### src/rtl/light_monitor.sv
// light_monitor
// Watches the lamp drives of a two-direction traffic controller and latches
// the first illegal condition seen. Each posedge samples the lamps and the
// left-turn permit; fault outputs update at that same edge.
//
// Optional feature: define LIGHT_MONITOR_FLASH_EN to build the fault flasher
// (flash toggles every FLASH_DIV cycles while in FAULT). Without it, flash is
// tied low and no flash counter exists.
//
// Ports
//   clk                  system clock
//   reset                synchronous, active-high reset
//   LSNG, LSNY, LSNR     south-north green/yellow/red lamp drives
//   LEWG, LEWY, LEWR     east-west green/yellow/red lamp drives
//   left                 left-turn permit, active-low
//   fault_clr            one-cycle pulse, clears a latched fault
//   fault                latched fault flag
//   fault_code[2:0]      cause of the latched fault (0 = none)
//   sn_phase, ew_phase   tracked phase: 0 INIT, 1 RED, 2 GREEN, 3 YELLOW
//   flash                fault-indication flash drive
//
// state | meaning
// SYNC  | waiting for an all-red sample, no checks
// RUN   | checking every sample against the tracked phases
// FAULT | fault latched, lamps ignored until fault_clr
module light_monitor #(
    parameter int MIN_Y     = 3,
    parameter int FLASH_DIV = 25000000
) (
    input  logic       clk,
    input  logic       reset,
    input  logic       LSNG,
    input  logic       LSNY,
    input  logic       LSNR,
    input  logic       LEWG,
    input  logic       LEWY,
    input  logic       LEWR,
    input  logic       left,
    input  logic       fault_clr,
    output logic       fault,
    output logic [2:0] fault_code,
    output logic [1:0] sn_phase,
    output logic [1:0] ew_phase,
    output logic       flash
);

    typedef enum logic [1:0] {ST_SYNC, ST_RUN, ST_FAULT} state_t;

    localparam logic [1:0] PH_INIT   = 2'd0;
    localparam logic [1:0] PH_RED    = 2'd1;
    localparam logic [1:0] PH_GREEN  = 2'd2;
    localparam logic [1:0] PH_YELLOW = 2'd3;
    localparam logic [5:0] MIN_Y_W   = 6'(MIN_Y);

    state_t     state, state_nxt;
    logic [1:0] sn_nxt, ew_nxt;
    logic [5:0] sn_ytmr, ew_ytmr, sn_ytmr_nxt, ew_ytmr_nxt;
    logic       fault_nxt;
    logic [2:0] code_nxt, code_now;

    logic       sn_valid, ew_valid;
    logic [1:0] sn_samp, ew_samp;
    logic       all_red;

    // Invalid samples decode to INIT; callers gate on the valid flag.
    function automatic logic [1:0] decode(input logic g, input logic y, input logic r);
        case ({g, y, r})
            3'b100:  return PH_GREEN;
            3'b010:  return PH_YELLOW;
            3'b001:  return PH_RED;
            default: return PH_INIT;
        endcase
    endfunction

    function automatic logic legal_move(input logic [1:0] from, input logic [1:0] to);
        return (to == from) ||
               (from == PH_RED    && to == PH_GREEN)  ||
               (from == PH_GREEN  && to == PH_YELLOW) ||
               (from == PH_YELLOW && to == PH_RED);
    endfunction

    function automatic logic [5:0] step_timer(input logic [1:0] from, input logic [1:0] to,
                                              input logic [5:0] t);
        if (to != PH_YELLOW)    return 6'd0;
        if (from != PH_YELLOW)  return 6'd1;
        if (t == 6'd63)         return t;
        return t + 6'd1;
    endfunction

    always_comb begin
        sn_samp  = decode(LSNG, LSNY, LSNR);
        ew_samp  = decode(LEWG, LEWY, LEWR);
        sn_valid = (sn_samp != PH_INIT);
        ew_valid = (ew_samp != PH_INIT);
        all_red  = (sn_samp == PH_RED) && (ew_samp == PH_RED);

        // Lowest code wins when several conditions coincide.
        code_now = 3'd0;
        if ((LSNG | LSNY) && (LEWG | LEWY))
            code_now = 3'd1;
        else if (!sn_valid || !ew_valid)
            code_now = 3'd2;
        else if (!legal_move(sn_phase, sn_samp))
            code_now = 3'd3;
        else if (!legal_move(ew_phase, ew_samp))
            code_now = 3'd4;
        else if ((sn_phase == PH_YELLOW && sn_samp == PH_RED && sn_ytmr < MIN_Y_W) ||
                 (ew_phase == PH_YELLOW && ew_samp == PH_RED && ew_ytmr < MIN_Y_W))
            code_now = 3'd5;
        else if (!left && (LSNG || LEWG))
            code_now = 3'd6;
    end

    always_comb begin
        state_nxt   = state;
        sn_nxt      = sn_phase;
        ew_nxt      = ew_phase;
        sn_ytmr_nxt = sn_ytmr;
        ew_ytmr_nxt = ew_ytmr;
        fault_nxt   = fault;
        code_nxt    = fault_code;
        case (state)
            ST_SYNC: begin
                if (all_red) begin
                    state_nxt   = ST_RUN;
                    sn_nxt      = PH_RED;
                    ew_nxt      = PH_RED;
                    sn_ytmr_nxt = 6'd0;
                    ew_ytmr_nxt = 6'd0;
                end
            end
            ST_RUN: begin
                if (code_now != 3'd0) begin
                    // Phases and timers keep their last legal values.
                    state_nxt = ST_FAULT;
                    fault_nxt = 1'b1;
                    code_nxt  = code_now;
                end else begin
                    sn_nxt      = sn_samp;
                    ew_nxt      = ew_samp;
                    sn_ytmr_nxt = step_timer(sn_phase, sn_samp, sn_ytmr);
                    ew_ytmr_nxt = step_timer(ew_phase, ew_samp, ew_ytmr);
                end
            end
            ST_FAULT: begin
                if (fault_clr) begin
                    state_nxt   = ST_SYNC;
                    fault_nxt   = 1'b0;
                    code_nxt    = 3'd0;
                    sn_nxt      = PH_INIT;
                    ew_nxt      = PH_INIT;
                    sn_ytmr_nxt = 6'd0;
                    ew_ytmr_nxt = 6'd0;
                end
            end
            default: state_nxt = ST_SYNC;
        endcase
    end

    always_ff @(posedge clk) begin
        if (reset) begin
            state      <= ST_SYNC;
            sn_phase   <= PH_INIT;
            ew_phase   <= PH_INIT;
            sn_ytmr    <= 6'd0;
            ew_ytmr    <= 6'd0;
            fault      <= 1'b0;
            fault_code <= 3'd0;
        end else begin
            state      <= state_nxt;
            sn_phase   <= sn_nxt;
            ew_phase   <= ew_nxt;
            sn_ytmr    <= sn_ytmr_nxt;
            ew_ytmr    <= ew_ytmr_nxt;
            fault      <= fault_nxt;
            fault_code <= code_nxt;
        end
    end

`ifdef LIGHT_MONITOR_FLASH_EN
    localparam int FW = (FLASH_DIV > 1) ? $clog2(FLASH_DIV) : 1;

    // Down-counter reloads with FLASH_DIV-1; flash toggles on terminal count.
    logic [FW-1:0] flash_cnt;

    always_ff @(posedge clk) begin
        if (reset || state_nxt != ST_FAULT) begin
            flash     <= 1'b0;
            flash_cnt <= '0;
        end else if (state != ST_FAULT) begin
            flash     <= 1'b0;
            flash_cnt <= FW'(FLASH_DIV - 1);
        end else if (flash_cnt == '0) begin
            flash     <= ~flash;
            flash_cnt <= FW'(FLASH_DIV - 1);
        end else begin
            flash_cnt <= flash_cnt - 1'b1;
        end
    end
`else
    // Flash is permanently low in this build; the term is always false.
    assign flash = 1'b0 & (FLASH_DIV == 0);
`endif

endmodule

### config.mk
export PLATFORM = sky130hd
export DESIGN_NAME = light_monitor
export DESIGN_NICKNAME = d
export VERILOG_FILES = /design/src/rtl/light_monitor.sv
export SDC_FILE = /design/constraint.sdc
export NUM_CORES = 1
export LEC_CHECK = 0
export ABC_AREA = 1
export BUFFER_PORTS_ARGS = -buffer_cell sky130_fd_sc_hd__buf_2
export CORE_UTILIZATION = 40
export CTS_BUF_LIST = sky130_fd_sc_hd__clkbuf_4 sky130_fd_sc_hd__clkbuf_8
export DETAILED_ROUTE_END_ITERATION = 7
export SYNTH_ARGS = -nofsm -noshare
export SYNTH_HDL_FRONTEND = slang
export SYNTH_SLANG_ARGS = --single-unit
### constraint.sdc
create_clock -name clk -period 2.35 [get_ports clk]
set_clock_uncertainty 0.2 [all_clocks]
set_input_delay 0.235 -clock clk [delete_from_list [all_inputs] [get_ports clk]]
set_output_delay 0.235 -clock clk [all_outputs]
set_load 0.02 [all_outputs]
==> results_dict.tcl, run 1 <==
set metrics [dict create \
    status "finished clean" \
    slew_headroom 0.6662 \
    p_leak_nw 1.006 \
    final_nets 340 \
    drv_cap 0 \
    cp_data_arrival_time_ps 2170 \
    vias 1896 \
    ir_worst_vdd_uv 185.0 \
    cts_made_buffers 3 \
    grt_pass1_wl_um 6913 \
    fin_crit_sh 0.9333 \
    synth_top_area_cell "dfxtp_1" \
    worst_slack_ps 156.7 \
    syn_inst 300 \
    dp.cells 370 \
    hold_path.class "primary input to flop" \
    die_height_um 67.87 \
    slew_viol_final 0 \
    syn_nets 312 \
    finalCriticalPeriod_ps 2193 \
    die_w_um 67.87 \
    synth_top_area_share 0.2538 \
    dr.pass1.iters 5 \
    area_growth_pct 16.87 \
    cp-end-kind "flop" \
    worstMarginPinSlew_ps 497.7 \
    timing.rr.start "sn_ytmr[1]" \
    rr_worst_depth 13 \
    cts_tree "built" \
    synthDistinctLibCells 33 \
    hold_viol 0 \
    routedWlPerCell_um 11.88 \
    required_ps 2330 \
    antenna_cells 0 \
    route.antenna.remaining_nets 0 \
    cts_sinks 22 \
    pin_count 19 \
    die_area_um2 4606 \
    synth_area_leaders "dfxtp_1, nand2_1, inv_1" \
    crit_path_end "sn_phase[1]" \
    clk_pin_slew_ps 90 \
    nFillCells 449 \
    yosysWarnings 0 \
    vias_per_cell 5.029 \
    setup_viol 0 \
    place_ws_ps 17.77 \
    hpwl_um 3280 \
    wl_um 4477 \
    critPathMaxFanout 10 \
    core_area_um2 4086 \
    startpoint_type "flop" \
    post-route-util 0.4963 \
    grt_pass1_vias 1562 \
    ys_seq_area_frac 0.2538 \
    antenna_found_initial 0 \
    path_class "flop to flop" \
    grt_usage 0.1996 \
    htree_levels 1 \
    clk_path_buf_depth 2 \
    p_total_mw 0.8035 \
    fp-row-count 23 \
    fin_cells 377 \
    drtIter0Drc 81 \
    syn_area_um2 1735 \
    gp_congestion 0.8285 \
    reg2reg_setup_slack_ps 160 \
    startpoint "sn_ytmr[1]" \
    root_buffer "clkbuf_8" \
    start_util 0.4247 \
    clkLatencyLatePin_ps 270 \
    r2r_end "sn_phase[1]" \
    syn_avg_cell_area_um2 5.785 \
    fmax_mhz 455.9 \
    drc 0 \
    drive_gt1_frac 0.1804 \
    grt_max_degree 21 \
    postCtsSetupBuffers 0 \
    p_per_area_nw_per_um2 396.2 \
    ys_ff_latch 22 \
    port_buffers 17 \
    overflow 0 \
]
## cells in the mapped netlist
| cell type | number |
|---|---|
| dfxtp_1 | 22 |
| clkbuf_1 | 2 |
| a21oi_2 | 1 |
| nand3_4 | 1 |
| nand3_2 | 4 |
| nand2_1 | 84 |
| nor2_1 | 46 |
| nor3_1 | 3 |
| conb_1 | 1 |
| nand3b_1 | 2 |
| ha_1 | 2 |
| o21ai_1 | 3 |
| nor2_2 | 3 |
| nand4_1 | 21 |
| nor2_4 | 1 |
| or2_2 | 2 |
| a22oi_1 | 1 |
| nand2_4 | 1 |
| buf_6 | 2 |
| clkinv_1 | 1 |
| inv_2 | 5 |
| inv_1 | 49 |
| nor4_1 | 1 |
| a21oi_1 | 7 |
| o21bai_1 | 2 |
| nand3_1 | 20 |
| o211ai_1 | 1 |
| and3_1 | 1 |
| o31ai_1 | 1 |
| nand2_2 | 3 |
| o21ai_0 | 5 |
| buf_4 | 1 |
| xor2_1 | 1 |
## worst min path at each step
stage	slack (ps)	start	to	cells after the start
6_report	60	fault_clr	state[1]	4
5_1_grt	80	fault_clr	state[1]	4
4_1_cts	50	fault_clr	state[1]	4
3_5_place_dp	260	fault	fault	2
3_3_place_gp	260	fault	fault	2
2_1_floorplan	100	reset	fault	1
## worst max-delay path, stage by stage (launching register included)
cell and delay [ps]:
dfxtp_1 340, ha_1 210, nor3_1 150, nand4_1 160, nand2_1 130, nor2_1 50, nand2_1 90, nand2_2 80
nor2_4 120, nand2_4 100, nand2_2 200, nand4_1 140, nand2_1 90, nor2_1 50
## cell families (layout without fill, tap and decap cells)
group / count (synthesis) / after routing / share of synthesized area
AOI/OAI and AO/OA: 21 / 21 / 0.06993
adders and majority gates: 2 / 2 / 0.01442
buffers and inverters: 60 / 85 / 0.1406
and+or+nand+nor: 193 / 195 / 0.5141
xor gates and xnor gates: 1 / 1 / 0.005048
other: 1 / 1 / 0.002161
DFF: 22 / 22 / 0.2538
## layout make-up
| type | count | area, um2 | area share |
|---|---|---|---|
| clock buffer | 4 | 55.05 | 0.02714 |
| inverter | 55 | 206.4 | 0.1018 |
| tap | 50 | 62.56 | 0.03085 |
| timing repair buffer | 26 | 155.1 | 0.07650 |
| multi-input combinational | 220 | 1107 | 0.5460 |
| sequential | 22 | 441.7 | 0.2178 |
## metal layers
| layer | part of all wire | track usage | vias up | wire (um) |
|---|---|---|---|---|
| met4 | 0.011 | 0.05990 | 0 | 51 |
| met2 | 0.45 | 0.3317 | 37 | 2012 |
| met5 | 0 | 0 | - | 0 |
| li1 | - | - | 1005 | - |
| met3 | 0.038 | 0.02667 | 9 | 169 |
| met1 | 0.50 | 0.2666 | 845 | 2243 |
## what timing repair did
| item | 4_1_cts | 5_1_grt |
|---|---|---|
| resized for setup | 0 | 12 |
| hold buffers | 1 | 0 |
| hold endpoints to repair | 2 | 0 |
| endpoints found under the setup margin | 0 | 21 |
## sequential cells by signal, indices dropped and copies added, names as in the netlist
signal and flops:
ew_ytmr 6, sn_ytmr 6, fault_code 3, ew_phase 2
sn_phase 2, state 2, fault 1
## per-stage QoR
stage	TNS [ps]	hold slack [ps]	instance area [um2]
finish	0	58.40	2028
CTS	0	49.36	1971
global route	-20.67	79.51	2028
floorplan	0	104.1	1735
global placement	0	258.9	1906
detailed placement	0	255.5	1906
## power by group
part | total (mW) | internal (mW) | switching [mW]
combinational | 0.134 | 0.0457 | 0.0883
clock | 0.284 | 0.150 | 0.134
sequential | 0.386 | 0.380 | 0.00591
total | 0.804 | 0.575 | 0.228
## layout by cell type, fill, tap and decap left out
| cell type | n |
|---|---|
| buf_4 | 8 |
| inv_2 | 5 |
| nor2_1 | 45 |
| clkbuf_8 | 4 |
| inv_1 | 49 |
| nand2_2 | 8 |
| xor2_1 | 1 |
| dfxtp_2 | 1 |
| conb_1 | 1 |
| dlygate4sd3_1 | 1 |
| nor2_4 | 2 |
| a21oi_2 | 1 |
| nand3b_1 | 2 |
| nand2_8 | 1 |
| buf_2 | 17 |
| nand4_1 | 21 |
| a22oi_1 | 1 |
| and3_1 | 1 |
| nand3_4 | 2 |
| clkinv_1 | 1 |
| nor2_2 | 3 |
| ha_2 | 1 |
| or2_4 | 1 |
| or2_2 | 1 |
| a21oi_1 | 7 |
| o21bai_1 | 2 |
| o31ai_1 | 1 |
| nand3_2 | 3 |
| nand2_4 | 1 |
| nor4_1 | 1 |
| o21ai_1 | 3 |
| nand3_1 | 20 |
| o21ai_0 | 5 |
| nand2_1 | 80 |
| o211ai_1 | 1 |
| nor3_1 | 3 |
| ha_1 | 1 |
| dfxtp_1 | 21 |
(Power assumes the default switching activity.)
==> inputs of run 2 (changes only) <==
- ABC_AREA: 1 -> not set
- GPL_TIMING_DRIVEN: not set -> 0
==> results_dict.tcl, run 2 <==
set metrics [dict create \
    syn_inst 192 \
    port_buffers 11 \
    drc 0 \
    die_w_um 63.93 \
    cp_slowest_cell "or4_4" \
    status "complete, but fails checks" \
    ys_seq_area_frac 0.2871 \
    synth_top_area_share 0.2871 \
    post-synth-top-count-cell "dfxtp_1" \
    hold_viol 0 \
    crit_chain "or4_4 > nor4_4 > a31oi_2 > nand3_2 > buf_4 > nor2_1 > or2_2 > a41o_1" \
    worstMarginPinSlew_ps 569.5 \
    p_leak_nw 0.6830 \
    htree_levels 1 \
    overflow 0 \
    crit_cells 8 \
    max_stage_delay_ps 550 \
    route.antenna.remaining_nets 0 \
    reg2reg_setup_slack_ps -60 \
    clkPwrFrac 0.420 \
    clk_path_buf_depth 2 \
    finalCriticalPeriod_ps 2411 \
    dp.cells 251 \
    fmax_mhz 414.7 \
    rr_worst_depth 8 \
    hold_depth 3 \
    cp-end-kind "flop" \
    die_area_um2 4086 \
    root_buffer "clkbuf_8" \
    fin_cells 266 \
    nFillCells 347 \
    syn_area_um2 1534 \
    p_seq_frac 0.435 \
    setup_viol 4 \
    routedWlPerCell_um 15.20 \
    slew_headroom 0.6203 \
    synth_top_area_cell "dfxtp_1" \
    reg_top3 "ew_ytmr: 6 flops, sn_ytmr: 6 flops, fault_code: 3 flops" \
    syn_nets 204 \
    final_nets 231 \
    drive_gt1_frac 0.2890 \
    dr.pass1.iters 4 \
    synth_edf_count 0 \
    antenna_cells 0 \
    ys_ff_latch 22 \
    cp_top_family "simple AND/OR/NAND/NOR gates" \
    grt_pass1_vias 1461 \
    start_util 0.4190 \
    pin_count 19 \
    startpoint_type "flop" \
    placed_area_um2 1650 \
    vias 1533 \
    violations "setup timing" \
    hold_slack_ps 66.33 \
    synth_area_leaders "dfxtp_1, nand2_1, nor2_1" \
    synthArstFlopShare 0 \
    path_buf_inv 1 \
    ys_top_cells_by_count "dfxtp_1, nand2_1, nor2_1" \
    gp_congestion 0.8381 \
    fin_crit_sh 1.026 \
    switchingPower_mw 0.2068 \
    drtIter0Drc 84 \
    cp_data_arrival_time_ps 2380 \
    synth-main-ff-cell "dfxtp_1" \
    worst_slack_ps -61.21 \
    drv_cap 0 \
    hpwl_um 2848 \
    area_growth_pct 25.94 \
    cts_tree "built" \
    fp-row-count 22 \
    cts_sinks 22 \
    slew_viol_final 0 \
    final_common_cell "nand2_1" \
    antenna_found_initial 0 \
    p_per_area_nw_per_um2 445.5 \
    p_comb_frac 0.145 \
    yosysWarnings 0 \
    path_class "flop to flop" \
    sw_frac_of_total 0.2403 \
    syn_avg_cell_area_um2 7.989 \
    wl_um 4042 \
    rsz0062_at_grt "true" \
    grt_max_degree 14 \
    synthDistinctLibCells 55 \
    postCtsHoldBufs 0 \
    p_int_mw 0.6538 \
    die_height_um 63.93 \
    core_area_um2 3661 \
    required_ps 2320 \
    clk_pin_slew_ps 90 \
    grt_usage 0.2023 \
    hold_path.class "primary input to flop" \
    grt_pass1_wl_um 6541 \
    ir_worst_vdd_uv 247.4 \
    final_area_um2 1932 \
    final_cell_mix "nand2_1, dfxtp_1, nor2_1" \
    cts_made_buffers 3 \
    vias_per_cell 5.763 \
    critPathMaxFanout 7 \
    clkLatencyLatePin_ps 270 \
]
## run 2: changes by cell type in the layout (fill, tap and decap cells not counted), sizes merged, moves of 4 or more
cell,previous run,this run
nand4,21,3
nand2,90,21
nor3,3,10
buf,25,31
nand3,25,5
mux2i,0,4
nor2,50,16
o21ai,8,12
xnor2,0,6
a211oi,0,4
nor4,1,6
inv,54,9
## run 2: final timing paths
path | end | from
worst max-delay path | fault_code[2] | ew_ytmr[2]
worst min-delay path | state[1] | fault_clr
worst max register to register | fault_code[2] | ew_ytmr[2]
worst min register to register | fault | fault
## run 2: metrics by stage
step                      worst slack (ps)    util  TNS (ps)  power [mW]
after global routing                -162.3  0.5277     -1395      0.8894
after CTS                           -78.93  0.4973    -614.5      0.8518
after floorplan                      4.065       -         0      0.4628
after global placement              -266.8  0.4508     -3068      0.4799
after detailed placement            -384.9  0.4508     -4171      0.4836
final                               -61.21  0.5277    -131.3      0.8606
## run 2: cells by family (layout without fill, tap and decap cells)
family | Yosys count | after routing | share of synthesized area
compound gates | 58 | 58 | 0.2855
simple gates | 76 | 76 | 0.2553
other cells | 1 | 1 | 0.002445
flops | 22 | 22 | 0.2871
fa+ha+maj | 4 | 4 | 0.02936
mux | 4 | 4 | 0.02610
buf+inv | 21 | 47 | 0.07993
xor+xnor | 6 | 6 | 0.03426
## run 2: worst min-delay path: cells and delay by family
kind / cells / cell delay [ps]
AOI/OAI and AO/OA: 1 / 60
buffers and inverters: 1 / 100
and+or+nand+nor: 1 / 100
## run 2: layout make-up
cell class | instances | area [um2] | share of cell area
plain buffers | 12 | 92.59 | 0.04793
clock buffers | 3 | 41.29 | 0.02137
clock inverters | 1 | 30.03 | 0.01554
inverters | 9 | 33.78 | 0.01749
multi-input cells | 149 | 1072 | 0.5551
flip-flops and latches | 22 | 449.2 | 0.2325
well taps | 48 | 60.06 | 0.03109
repair buffers | 22 | 152.6 | 0.07902
## run 2: repair_timing
action                     CTS  global route
setup endpoints to repair   17            17
cloned                       1             0
hold endpoints to repair     0             0
gates resized for setup     13            17
pin swaps                    8            12
setup buffers                5             5
## run 2: routing by layer
metal  vias to the layer above  track usage  part of all wire  wire length [um]
met5                         -            0                 0                 0
met4                         0      0.08523             0.020                80
met3                         8      0.03214             0.031               125
met2                        25       0.3404              0.48              1920
met1                       735       0.2535              0.47              1916
li1                        765            -                 -                 -
## run 2: power by group through the flow
stage / combinational [mW] / clock, mW / sequential, mW
floorplan: 0.0771 / 0 / 0.386
global placement: 0.0950 / 0 / 0.385
detailed placement: 0.0984 / 0 / 0.385
CTS: 0.106 / 0.371 / 0.375
global route: 0.134 / 0.381 / 0.374
finish: 0.125 / 0.362 / 0.374
==> inputs of run 3 (changes only) <==
- SKIP_CTS_REPAIR_TIMING: not set -> 1
==> results_dict.tcl, run 3 (synthesis results as in run 2) <==
set metrics [dict create \
    r2r_end "sn_ytmr[5]" \
    drc 0 \
    reg_top3 "ew_ytmr: 6 flops, sn_ytmr: 6 flops, fault_code: 3 flops" \
    core_area_um2 3661 \
    vias 1577 \
    grt_usage 0.1973 \
    max_stage_delay_ps 390 \
    htree_levels 1 \
    gp_congestion 0.8381 \
    final_common_cell "nand2_1" \
    grt_busiest_layer "met2" \
    reg2reg_setup_slack_ps -170 \
    grt_pass1_wl_um 6361 \
    critPathMaxFanout 10 \
    dr.pass1.iters 4 \
    hold_slack_ps 71.87 \
    final_cell_mix "nand2_1, dfxtp_1, nor2_1" \
    routedWlPerCell_um 15.73 \
    cp_data_arrival_time_ps 2530 \
    p_leak_nw 0.6595 \
    cp_slowest_cell "o32ai_4" \
    pin_count 19 \
    fin_crit_sh 1.074 \
    hold_path.class "primary input to flop" \
    slew_headroom 0.5648 \
    post-route-util 0.5249 \
    ir_worst_vdd_uv 235.8 \
    slew_viol_final 0 \
    clk_path_buf_depth 2 \
    p_per_area_nw_per_um2 444.7 \
    final_nets 229 \
    area_growth_pct 25.29 \
    die_w_um 63.93 \
    vias_per_cell 5.973 \
    required_ps 2350 \
    port_buffers 11 \
    clk_pin_slew_ps 90 \
    hpwl_um 2848 \
    hold_viol 0 \
    drive_gt1_frac 0.3009 \
    route.antenna.remaining_nets 0 \
    rr_worst_depth 8 \
    status "complete, but fails checks" \
    hp-start "fault_clr" \
    cts_sinks 22 \
    grt_util_met1 0.2446 \
    antenna_cells 0 \
    start_util 0.4190 \
    worst_slack_ps -174.4 \
    antenna_found_initial 0 \
    drv_cap 0 \
    use_met2 0.3418 \
    clkLatencyLatePin_ps 270 \
    rsz0062_at_grt "true" \
    fmax_mhz 396.1 \
    die_area_um2 4086 \
    violations "setup timing" \
    startpoint_type "flop" \
    wl_um 4153 \
    root_buffer "clkbuf_8" \
    use_met3 0.02679 \
    finalCriticalPeriod_ps 2524 \
    overflow 0 \
    hold_path_end "state[1]" \
    hold_depth 3 \
    drtIter0Drc 134 \
    crit_chain "or3b_1 > a31o_1 > o21ai_1 > nand2_1 > o32ai_4 > buf_6 > nand4_1 > a21oi_1" \
    die_height_um 63.93 \
    cts_made_buffers 3 \
    cp-end-kind "flop" \
    grt_max_degree 14 \
    fin_cells 264 \
    path_class "flop to flop" \
    cts_tree "built" \
    setup_viol 16 \
    grt_pass1_vias 1413 \
    worstMarginPinSlew_ps 647.5 \
    fp-row-count 22 \
    timing.rr.start "sn_phase[0]" \
    dp.cells 251 \
]
-- run 3: changes by cell type in the layout (fill, tap and decap cells not counted), moves of 2 or more --
cell     previous run  this run
a41oi_1             2         0
nor4_2              1         3
nand3_2             2         0
o21ai_1             1         3
o21ai_0             8         6
a41oi_2             0         2
-- run 3: worst max-delay path by stage --
stage                     slack [ps]         end  cells after the start         from
final                           -170  sn_ytmr[5]                      8  sn_phase[0]
after global routing            -290  sn_ytmr[5]                      8     state[1]
after CTS                       -270  sn_ytmr[1]                      8     state[1]
after detailed placement        -380  sn_ytmr[1]                      8         LEWY
after global placement          -270  sn_ytmr[1]                      8         LEWY
after floorplan                    4  sn_ytmr[1]                      8  ew_phase[0]
-- run 3: area by class of cell --
cell class	instances	area, um2
fill	351	1739
multi-input combinational	149	1091
sequential	22	446.7
timing repair buffer	20	130.1
buffer	12	88.84
tap	48	60.06
clock buffer	3	41.29
inverter	9	33.78
clock inverter	1	30.03
-- run 3: worst max-delay path: cells and delay by family (launching register included) --
family	cells	cell delay (ps)
flops	1	370
buf+inv	1	230
compound gates	4	990
simple gates	3	660
-- run 3: power breakdown --
group | switching, mW | internal, mW | leakage [nW]
Combinational | 0.0671 | 0.0468 | 0.445
Sequential | 0.00203 | 0.373 | 0.179
Clock | 0.138 | 0.228 | 0.0357
-- run 3: metal layers --
metal,up-vias,routed length [um]
met3,8,116
met5,-,0
li1,768,-
met4,0,87
met2,37,1975
met1,764,1973
-- run 3: metrics by stage --
| stage | area (um2) | total power [mW] | setup slack [ps] | TNS (ps) |
|---|---|---|---|---|
| after CTS | 1722 | 0.8460 | -267.6 | -2556 |
| after floorplan | 1535 | 0.4628 | 4.065 | 0 |
| after global routing | 1922 | 0.8794 | -291.0 | -3170 |
| final | 1922 | 0.8546 | -174.4 | -1519 |
| after global placement | 1650 | 0.4799 | -266.8 | -3068 |
| after detailed placement | 1650 | 0.4836 | -384.9 | -4171 |
